`src/rtl/mult_div_unit.sv`:
```
// mult_div_unit: iterative multiply/divide engine producing the HI/LO pair.
// Multiply is radix-2 Booth (SIGNED=1) or shift-add (SIGNED=0), one step per
// clock. Divide is restoring division on operand magnitudes, one quotient
// bit per clock, with a sign fix-up on the final step. A start is accepted
// only in IDLE. done pulses for one cycle per result. DivZero pulses together
// with done when the divisor is zero, and in that case HI/LO are left alone.
module mult_div_unit #(
   parameter int WIDTH  = 32,
   parameter bit SIGNED = 1'b1
) (
   input  logic             clock,
   input  logic             reset,
   input  logic             MultCtrl,
   input  logic             DivCtrl,
   input  logic [WIDTH-1:0] A,
   input  logic [WIDTH-1:0] B,
   output logic [WIDTH-1:0] HI,
   output logic [WIDTH-1:0] LO,
   output logic             busy,
   output logic             done,
   output logic             DivZero
);

   localparam int CW = $clog2(WIDTH);

   typedef enum logic [1:0] {IDLE, MULT, DIV, DONE} state_t;

   state_t             state, state_nxt;
   logic [CW-1:0]      cnt;
   logic [WIDTH-1:0]   mcand;      // multiplicand (MULT) or divisor magnitude (DIV)
   logic [2*WIDTH+1:0] prod;       // {U[W:0], Q[W-1:0], q_-1}
   logic [WIDTH-1:0]   rem, quo;
   logic               neg_q, neg_r;
   logic               last;

   logic [WIDTH:0]     m_ext, u_cur, u_sum, shifted, diff;
   logic [2*WIDTH+1:0] prod_nxt;
   logic [WIDTH-1:0]   rem_nxt, quo_nxt, q_fix, r_fix, a_mag, b_mag;

   // One multiply step, one divide step and the operand magnitudes.
   always_comb begin
      last    = (cnt == CW'(WIDTH - 1));
      m_ext   = SIGNED ? {mcand[WIDTH-1], mcand} : {1'b0, mcand};
      u_cur   = prod[2*WIDTH+1:WIDTH+1];
      u_sum   = u_cur;
      if (SIGNED) begin
         // Booth pair {Q[0], q_-1}: 01 adds, 10 subtracts, then arithmetic shift.
         case (prod[1:0])
            2'b01:   u_sum = u_cur + m_ext;
            2'b10:   u_sum = u_cur - m_ext;
            default: u_sum = u_cur;
         endcase
         prod_nxt = {u_sum[WIDTH], u_sum, prod[WIDTH:1]};
      end else begin
         // Shift-add: the extra U bit keeps the carry, then logical shift.
         if (prod[1]) u_sum = u_cur + m_ext;
         prod_nxt = {1'b0, u_sum, prod[WIDTH:1]};
      end

      shifted = {rem, quo[WIDTH-1]};
      diff    = shifted - {1'b0, mcand};
      if (!diff[WIDTH]) begin
         rem_nxt = diff[WIDTH-1:0];
         quo_nxt = {quo[WIDTH-2:0], 1'b1};
      end else begin
         rem_nxt = shifted[WIDTH-1:0];
         quo_nxt = {quo[WIDTH-2:0], 1'b0};
      end
      q_fix = neg_q ? (-quo_nxt) : quo_nxt;
      r_fix = neg_r ? (-rem_nxt) : rem_nxt;

      a_mag = (SIGNED && A[WIDTH-1]) ? (-A) : A;
      b_mag = (SIGNED && B[WIDTH-1]) ? (-B) : B;
   end

   // Control state register.
   always_ff @(posedge clock or negedge reset) begin
      if (!reset) state <= IDLE;
      else        state <= state_nxt;
   end

   // Next-state selection; multiply wins when both starts are high.
   always_comb begin
      state_nxt = state;
      case (state)
         IDLE: begin
            if (MultCtrl)     state_nxt = MULT;
            else if (DivCtrl) state_nxt = (B == '0) ? DONE : DIV;
         end
         MULT, DIV: if (last) state_nxt = DONE;
         DONE:      state_nxt = IDLE;
         default:   state_nxt = IDLE;
      endcase
   end

   // busy is high while an iterative operation is in progress.
   always_comb begin
      busy = (state == MULT) || (state == DIV);
   end

   // Operand latch, iteration registers and result/flag outputs.
   always_ff @(posedge clock or negedge reset) begin
      if (!reset) begin
         cnt     <= '0;
         mcand   <= '0;
         prod    <= '0;
         rem     <= '0;
         quo     <= '0;
         neg_q   <= 1'b0;
         neg_r   <= 1'b0;
         HI      <= '0;
         LO      <= '0;
         done    <= 1'b0;
         DivZero <= 1'b0;
      end else begin
         done    <= 1'b0;
         DivZero <= 1'b0;
         case (state)
            IDLE: begin
               cnt <= '0;
               if (MultCtrl) begin
                  mcand <= A;
                  prod  <= {{(WIDTH+1){1'b0}}, B, 1'b0};
               end else if (DivCtrl) begin
                  if (B == '0) begin
                     done    <= 1'b1;
                     DivZero <= 1'b1;
                  end else begin
                     mcand <= b_mag;
                     quo   <= a_mag;
                     rem   <= '0;
                     neg_q <= SIGNED && (A[WIDTH-1] ^ B[WIDTH-1]);
                     neg_r <= SIGNED && A[WIDTH-1];
                  end
               end
            end
            MULT: begin
               prod <= prod_nxt;
               cnt  <= cnt + 1'b1;
               if (last) begin
                  {HI, LO} <= prod_nxt[2*WIDTH:1];
                  done     <= 1'b1;
               end
            end
            DIV: begin
               quo <= quo_nxt;
               rem <= rem_nxt;
               cnt <= cnt + 1'b1;
               if (last) begin
                  LO   <= q_fix;
                  HI   <= r_fix;
                  done <= 1'b1;
               end
            end
            default: ;
         endcase
      end
   end

endmodule
```
`config.mk`:
```
export PLATFORM = sky130hd
export DESIGN_NAME = mult_div_unit
export DESIGN_NICKNAME = d
export VERILOG_FILES = /design/src/rtl/mult_div_unit.sv
export SDC_FILE = /design/constraint.sdc
export NUM_CORES = 1
export LEC_CHECK = 0
export ABC_AREA = 0
export ABC_CLOCK_PERIOD_IN_PS = 8470
export BUFFER_PORTS_ARGS = -buffer_cell sky130_fd_sc_hd__buf_2
export CAP_MARGIN = 20
export CORE_MARGIN = 2
export CORE_UTILIZATION = 55
export CTS_BUF_LIST = sky130_fd_sc_hd__clkbuf_4 sky130_fd_sc_hd__clkbuf_8 sky130_fd_sc_hd__clkbuf_16
export CTS_CLUSTER_SIZE = 40
export DETAILED_ROUTE_END_ITERATION = 10
export PLACE_DENSITY = 0.82
export RECOVER_POWER = 100
export SYNTH_ARGS = -nofsm -noshare
export SYNTH_HDL_FRONTEND = slang
export SYNTH_SLANG_ARGS = --single-unit
```
`constraint.sdc`:
```
create_clock -name clock -period 8.47 [get_ports clock]
set_input_delay 1.2705 -clock clock [delete_from_list [all_inputs] [get_ports clock]]
set_output_delay 1.2705 -clock clock [all_outputs]
set_load 0.005 [all_outputs]
```
Word level (Yosys, flattened, before mapping)
Cells that the tools add are included.
Widths: inputs -> output; s select.
{"block": "word_totals", "register_bits": 237, "in_bits": 68, "out_inout_bits": 67}
{"block": "classes", "addsub": 8, "eq_ne": 15, "mux": 38, "n_bitwise": 3, "reduce_logical": 15}
{"op": "$mux 32", "count": 18}
{"op": "$pmux 32 s2", "count": 4}
{"op": "$pmux 66 s2", "count": 1}
{"op": "$neg 32->32", "count": 4}
{"op": "$mux 66", "count": 1}
{"op": "$pmux 33 s2", "count": 1}
{"op": "$add 33x33->33", "count": 1}
{"op": "$sub 33x32->33", "count": 1}
{"op": "$sub 33x33->33", "count": 1}
{"op": "$logic_not 32->1", "count": 1}
{"op": "$ne 2x2->1 const B", "count": 7}
{"op": "$pmux 5 s2", "count": 1}
{"op": "$reduce_bool 2->1", "count": 5}
{"op": "$reduce_and 4->1", "count": 2}
{"op": "$mux 1", "count": 7}
{"op": "$eq 2x2->1 const B", "count": 3}
{"op": "$mux 2", "count": 3}
{"op": "$pmux 2 s3", "count": 1}
{"op": "$reduce_and 3->1", "count": 2}
{"op": "$add 5x1->5 const B", "count": 1}
{"op": "$eq 5x5->1 const B", "count": 1}
{"op": "$eq 2x1->1 const B", "count": 2}
{"op": "$reduce_and 2->1", "count": 2}
{"op": "$ne 3x3->1 const B", "count": 1}
{"op": "other kinds (7)", "count": 8}

Logic depth before layout (Yosys ltp)
{"block": "logic_depth", "word_depth": 6, "ltp_mapped": 25, "mapped_depth_nobuf": 22}

Worst setup path after synthesis
OpenSTA, ideal clock, no wires.
{"block": "synth_timing", "kind": "register to register", "startpoint": "register mcand[11]", "endpoint": "register LO[28]", "setup_time_ns": 0.077, "arrival_ns": 4.756, "required_ns": 8.393, "path_slack_ns": 3.636, "path_stages_with_launch": 22, "path_buffers": 4, "period_less_slack_ns": 4.834, "cell_sequence": "dfrtp_1 -> inv_1 -> ha_1 -> buf_4 -> nand3_2 -> a2111oi_4 -> nand4_2 -> a2111oi_4 -> o31a_1 -> nor2_4 -> inv_2 -> buf_2 -> buf_2 -> buf_1 -> ha_1 -> nand4_1 -> or3_1 -> or4_1 -> o31ai_1 -> xnor2_1 -> o22ai_1 -> a21oi_1"}
{"block": "synth_via", "elab_chain_len": 6}
{"item": "start: declaration", "line_no": "30", "rtl": "logic [WIDTH-1:0] mcand;"}
{"item": "start signal: assignment", "line_no": "129", "rtl": "mcand <= b_mag;"}
{"item": "$sub 33x32->33", "line_no": "61", "rtl": "diff = shifted - {1'b0, mcand};"}
{"item": "$mux 1", "line_no": "62", "rtl": "if (!diff[WIDTH]) begin"}
{"item": "$neg 32->32", "line_no": "69", "rtl": "q_fix = neg_q ? (-quo_nxt) : quo_nxt;"}
{"item": "$mux 32", "line_no": "69"}
{"item": "$mux 32", "line_no": "149", "rtl": "if (last) begin"}
{"item": "$pmux 32 s2", "line_no": "118", "rtl": "case (state)"}
{"item": "end signal: assignment", "line_no": "141", "rtl": "{HI, LO} <= prod_nxt[2*WIDTH:1];"}
{"item": "end signal: assignment", "line_no": "150", "rtl": "LO <= q_fix;"}
{"item": "end: declaration", "line_no": "18", "rtl": "output logic [WIDTH-1:0] LO,"}
Every way passes these cells. The select of a mux whose other input is x is not followed.
A chain may end at the register's enable or synchronous reset.

Worst setup path in the final report
{"block": "layout_timing", "startpoint": "register quo[31]", "endpoint": "register HI[30]"}
{"block": "layout_via", "elab_chain_len": 6}
{"item": "start: declaration", "line_no": "32", "rtl": "logic [WIDTH-1:0] rem, quo;"}
{"item": "start signal: assignment", "line_no": "130", "rtl": "quo <= a_mag;"}
{"item": "start signal: assignment", "line_no": "146", "rtl": "quo <= quo_nxt;"}
{"item": "$sub 33x32->33", "line_no": "61"}
{"item": "$mux 32 (*)", "line_no": "62"}
{"item": "$neg 32->32", "line_no": "70", "rtl": "r_fix = neg_r ? (-rem_nxt) : rem_nxt;"}
{"item": "$mux 32 (*)", "line_no": "70"}
{"item": "$mux 32 (*)", "line_no": "149"}
{"item": "$pmux 32 s2 (*)", "line_no": "118"}
{"item": "end signal: assignment", "line_no": "141"}
{"item": "end signal: assignment", "line_no": "151", "rtl": "HI <= r_fix;"}
{"item": "end: declaration", "line_no": "17", "rtl": "output logic [WIDTH-1:0] HI,"}
Every way passes the cells marked *; elsewhere a longest branch is shown, timed or not. The select of a mux whose other input is x is not followed.

==> metrics.cfg <==
[run_status]
outcome = complete, but fails checks
violations = max-capacitance violations, max-slew violations

[routing]
wl_mm = 60.93
routed_via_density = 6.563
drc = 0
ant_nets = 0
drt_iter0_markers = 1845
vias = 17750
firstDrtPassIters = 5
post_drt_wl_per_cell_um = 22.53

[synthesis]
synthesis.area_um2 = 17800
synth_cells = 2220
ys_seq_area_share_pct = 33.18
avgSynthCellArea_um2 = 8.017
ys_types = 74
synth_edf_count = 0
synth-seq-cells = 236
ys.warnings.count = 0
synth_nets = 2366
synthArstFlopShare_pct = 100.0
synth_top_flop_cell = dfrtp_1

[floorplan]
rows = 65
io_pins = 135
die_x_um = 183.9
core_area_um2 = 31720
die-area_um2 = 33820
die_h_um = 183.9
start_util_pct = 56.11

[critical_path]
crit_arrival_ps = 7270
cp-start-kind = flop
cp.required_ps = 8890
crit_fanout = 56
crit_path_end_kind = flop
critPathKind = reg2reg

[grt]
grt_pass1_vias = 17090
antenna_found_initial = 4
track_usage_pct = 35.95
gr-total-overflow = 0
grt_pass1_wl_mm = 95.13
grt_max_degree = 127

[timing]
tns_ps = 0
period_minus_slack_ps = 6848
drv_slew = 348
relSlewSlack_pct = -182.8
final-hold-violation-count = 0
rsz0062_at_grt = no
clock_skew_ps = 31.24
timing.hold.ws_ps = 475.2
finalSetupViolations = 0
timing.final.crit_share_pct = 80.85
fmax_ghz = 0.1460
worstMarginPinSlew_ps = 4242

[clock_tree]
cts_resized = 0
insertion_delay_ps = 580
clk_pin_slew_worst_paths_ps = 60
clk_path_buf_depth = 3
cts_tree = yes
cts.sinks = 236
postCtsHoldBufs = 0
cts_inserted_buffers = 28
cts_root_buf = clkbuf_16
ctsHtreeMaxLevel = 1
cts_setup_buffers = 0

[final_layout]
nets = 2424
area_growth_pct = 10.26
drive_gt1_share_pct = 8.312

[placed_design]
hpwl_mm = 45.60
gp_congestion = 0.9994
io_buffers = 134

[job]
cap_violations = 6

[hold_path]
hp-class = reg2reg

-- cell usage after synthesis (10+ instances only) --
| library cell | instances | share of area, % |
|---|---|---|
| nand2_1 | 320 | 6.7 |
| o21ai_0 | 263 | 7.4 |
| dfrtp_1 | 236 | 33 |
| a21oi_1 | 201 | 5.7 |
| nor2_1 | 177 | 3.7 |
| xnor2_1 | 115 | 5.7 |
| clkbuf_1 | 92 | 1.9 |
| xor2_1 | 85 | 4.2 |
| ha_1 | 76 | 5.3 |
| inv_1 | 70 | 1.5 |
| mux2i_1 | 60 | 3.4 |
| o31ai_1 | 36 | 1.5 |
| a22o_1 | 30 | 1.5 |
| a21o_1 | 29 | 1.2 |
| or3_1 | 29 | 1.0 |
| nand3_1 | 28 | 0.79 |
| nor4_1 | 21 | 0.74 |
| a22oi_1 | 19 | 0.80 |
| or4_1 | 19 | 0.80 |
| a31oi_1 | 18 | 0.63 |
| nor3_1 | 18 | 0.51 |
| buf_1 | 17 | 0.36 |
| nand4_1 | 17 | 0.60 |
| o21a_1 | 17 | 0.72 |
| o21ai_1 | 15 | 0.42 |
| buf_2 | 14 | 0.39 |
| o41ai_1 | 14 | 0.69 |
| and3_1 | 12 | 0.42 |
| o22ai_1 | 12 | 0.42 |
| a41oi_1 | 11 | 0.54 |
| nand2b_1 | 11 | 0.39 |
| o211ai_1 | 11 | 0.46 |
| a211oi_1 | 10 | 0.42 |
| nor2b_1 | 10 | 0.35 |
| o21bai_1 | 10 | 0.42 |
-- layout by cell type, fill, tap and decap left out, types with 12 or more instances in the layout --
master,synthesis,final
clkbuf_16,0,28
a22oi_1,19,19
o41ai_1,14,14
nand4_1,17,18
nand2_1,320,320
inv_1,70,71
buf_2,14,97
nor2_1,177,176
a21o_1,29,29
nor4_1,21,21
or4_1,19,19
o21ai_0,263,272
xor2_1,85,85
mux2i_1,60,59
ha_1,76,74
dfrtp_1,236,236
o31ai_1,36,36
or3_1,29,29
a31oi_1,18,18
a21oi_1,201,200
xnor2_1,115,115
o22ai_1,12,12
a22o_1,30,30
nand3_1,28,29
clkbuf_1,92,41
nor3_1,18,18
o21a_1,17,17
and3_1,12,12
-- final cells by class --
class | instances | area, µm²
fill | 2799 | 12090
multi-input combinational | 1789 | 11180
sequential | 236 | 5906
clock buffer | 40 | 828.3
timing repair buffer | 152 | 772.0
tap | 402 | 503.0
inverter | 71 | 266.5
clock inverter | 10 | 156.4
antenna | 5 | 12.51
-- registers in the layout (all words and copies together), names as in the netlist --
| register | count |
|---|---|
| quo | 32 |
| done | 1 |
| cnt | 5 |
| neg_r | 1 |
| HI | 32 |
| DivZero | 1 |
| LO | 32 |
| prod | 65 |
| state | 2 |
| neg_q | 1 |
| mcand | 32 |
| rem | 32 |
-- stage by stage --
step	utilization, %	area [µm²]	std cells	worst slack (ps)
2_1_floorplan	-	17800	2220	3636
3_3_place_gp	58.95	18700	2649	2804
3_5_place_dp	58.95	18700	2649	2534
4_1_cts	62.06	19680	2699	2485
5_1_grt	61.83	19610	2700	1130
6_report	61.87	19630	2705	1622
-- logic make-up after synthesis --
group                      Yosys count  synth area share [%]
xor gates and xnor gates           200                 9.842
DFF                                236                 33.18
adders and majority gates           78                 5.568
and+or+nand+nor                    686                 17.20
AOI/OAI and AO/OA                  756                 26.03
buffers and inverters              195                 4.232
muxes                               69                 3.944
-- routing by layer --
metal  GRT usage [%]  up-vias  wire, µm
li1                -     8092         -
met1           43.85     8471     23150
met2           60.44      990     28650
met3           8.399      201      6093
met4           16.35        0      3038
met5               0        -         0
-- critical path, cell delays in order (launching register included) --
cell and delay, ps:
dfrtp_1 420, inv_1 70, ha_1 200, inv_1 80, fa_1 260, a211oi_1 120
o211ai_1 410, nand4_1 320, a2111oi_4 520, o31a_1 260, nor2_4 60, inv_1 1280
nor2_1 110, a21oi_1 290, ha_1 360, nor4b_1 620, a31oi_1 290, nor2_1 240
nand2_1 140, o31ai_1 320, xor2_1 190, o21ai_0 90
-- path summary, 6_finish.rpt --
check / slack [ps] / end / startpoint / cells past startpoint
max: 1620 / HI[30] / quo[31] / 21
min reg2reg: 480 / HI[1] / HI[1] / 2
min in group asynchronous: 750 / quo[12] / reset / 1
min: 480 / HI[1] / HI[1] / 2
max reg2reg: 1620 / HI[30] / quo[31] / 21
max in group asynchronous: 6490 / prod[35] / reset / 2
Power is not shown: default switching activity piles up to over one toggle a cycle in this logic, so the estimate is an artifact.
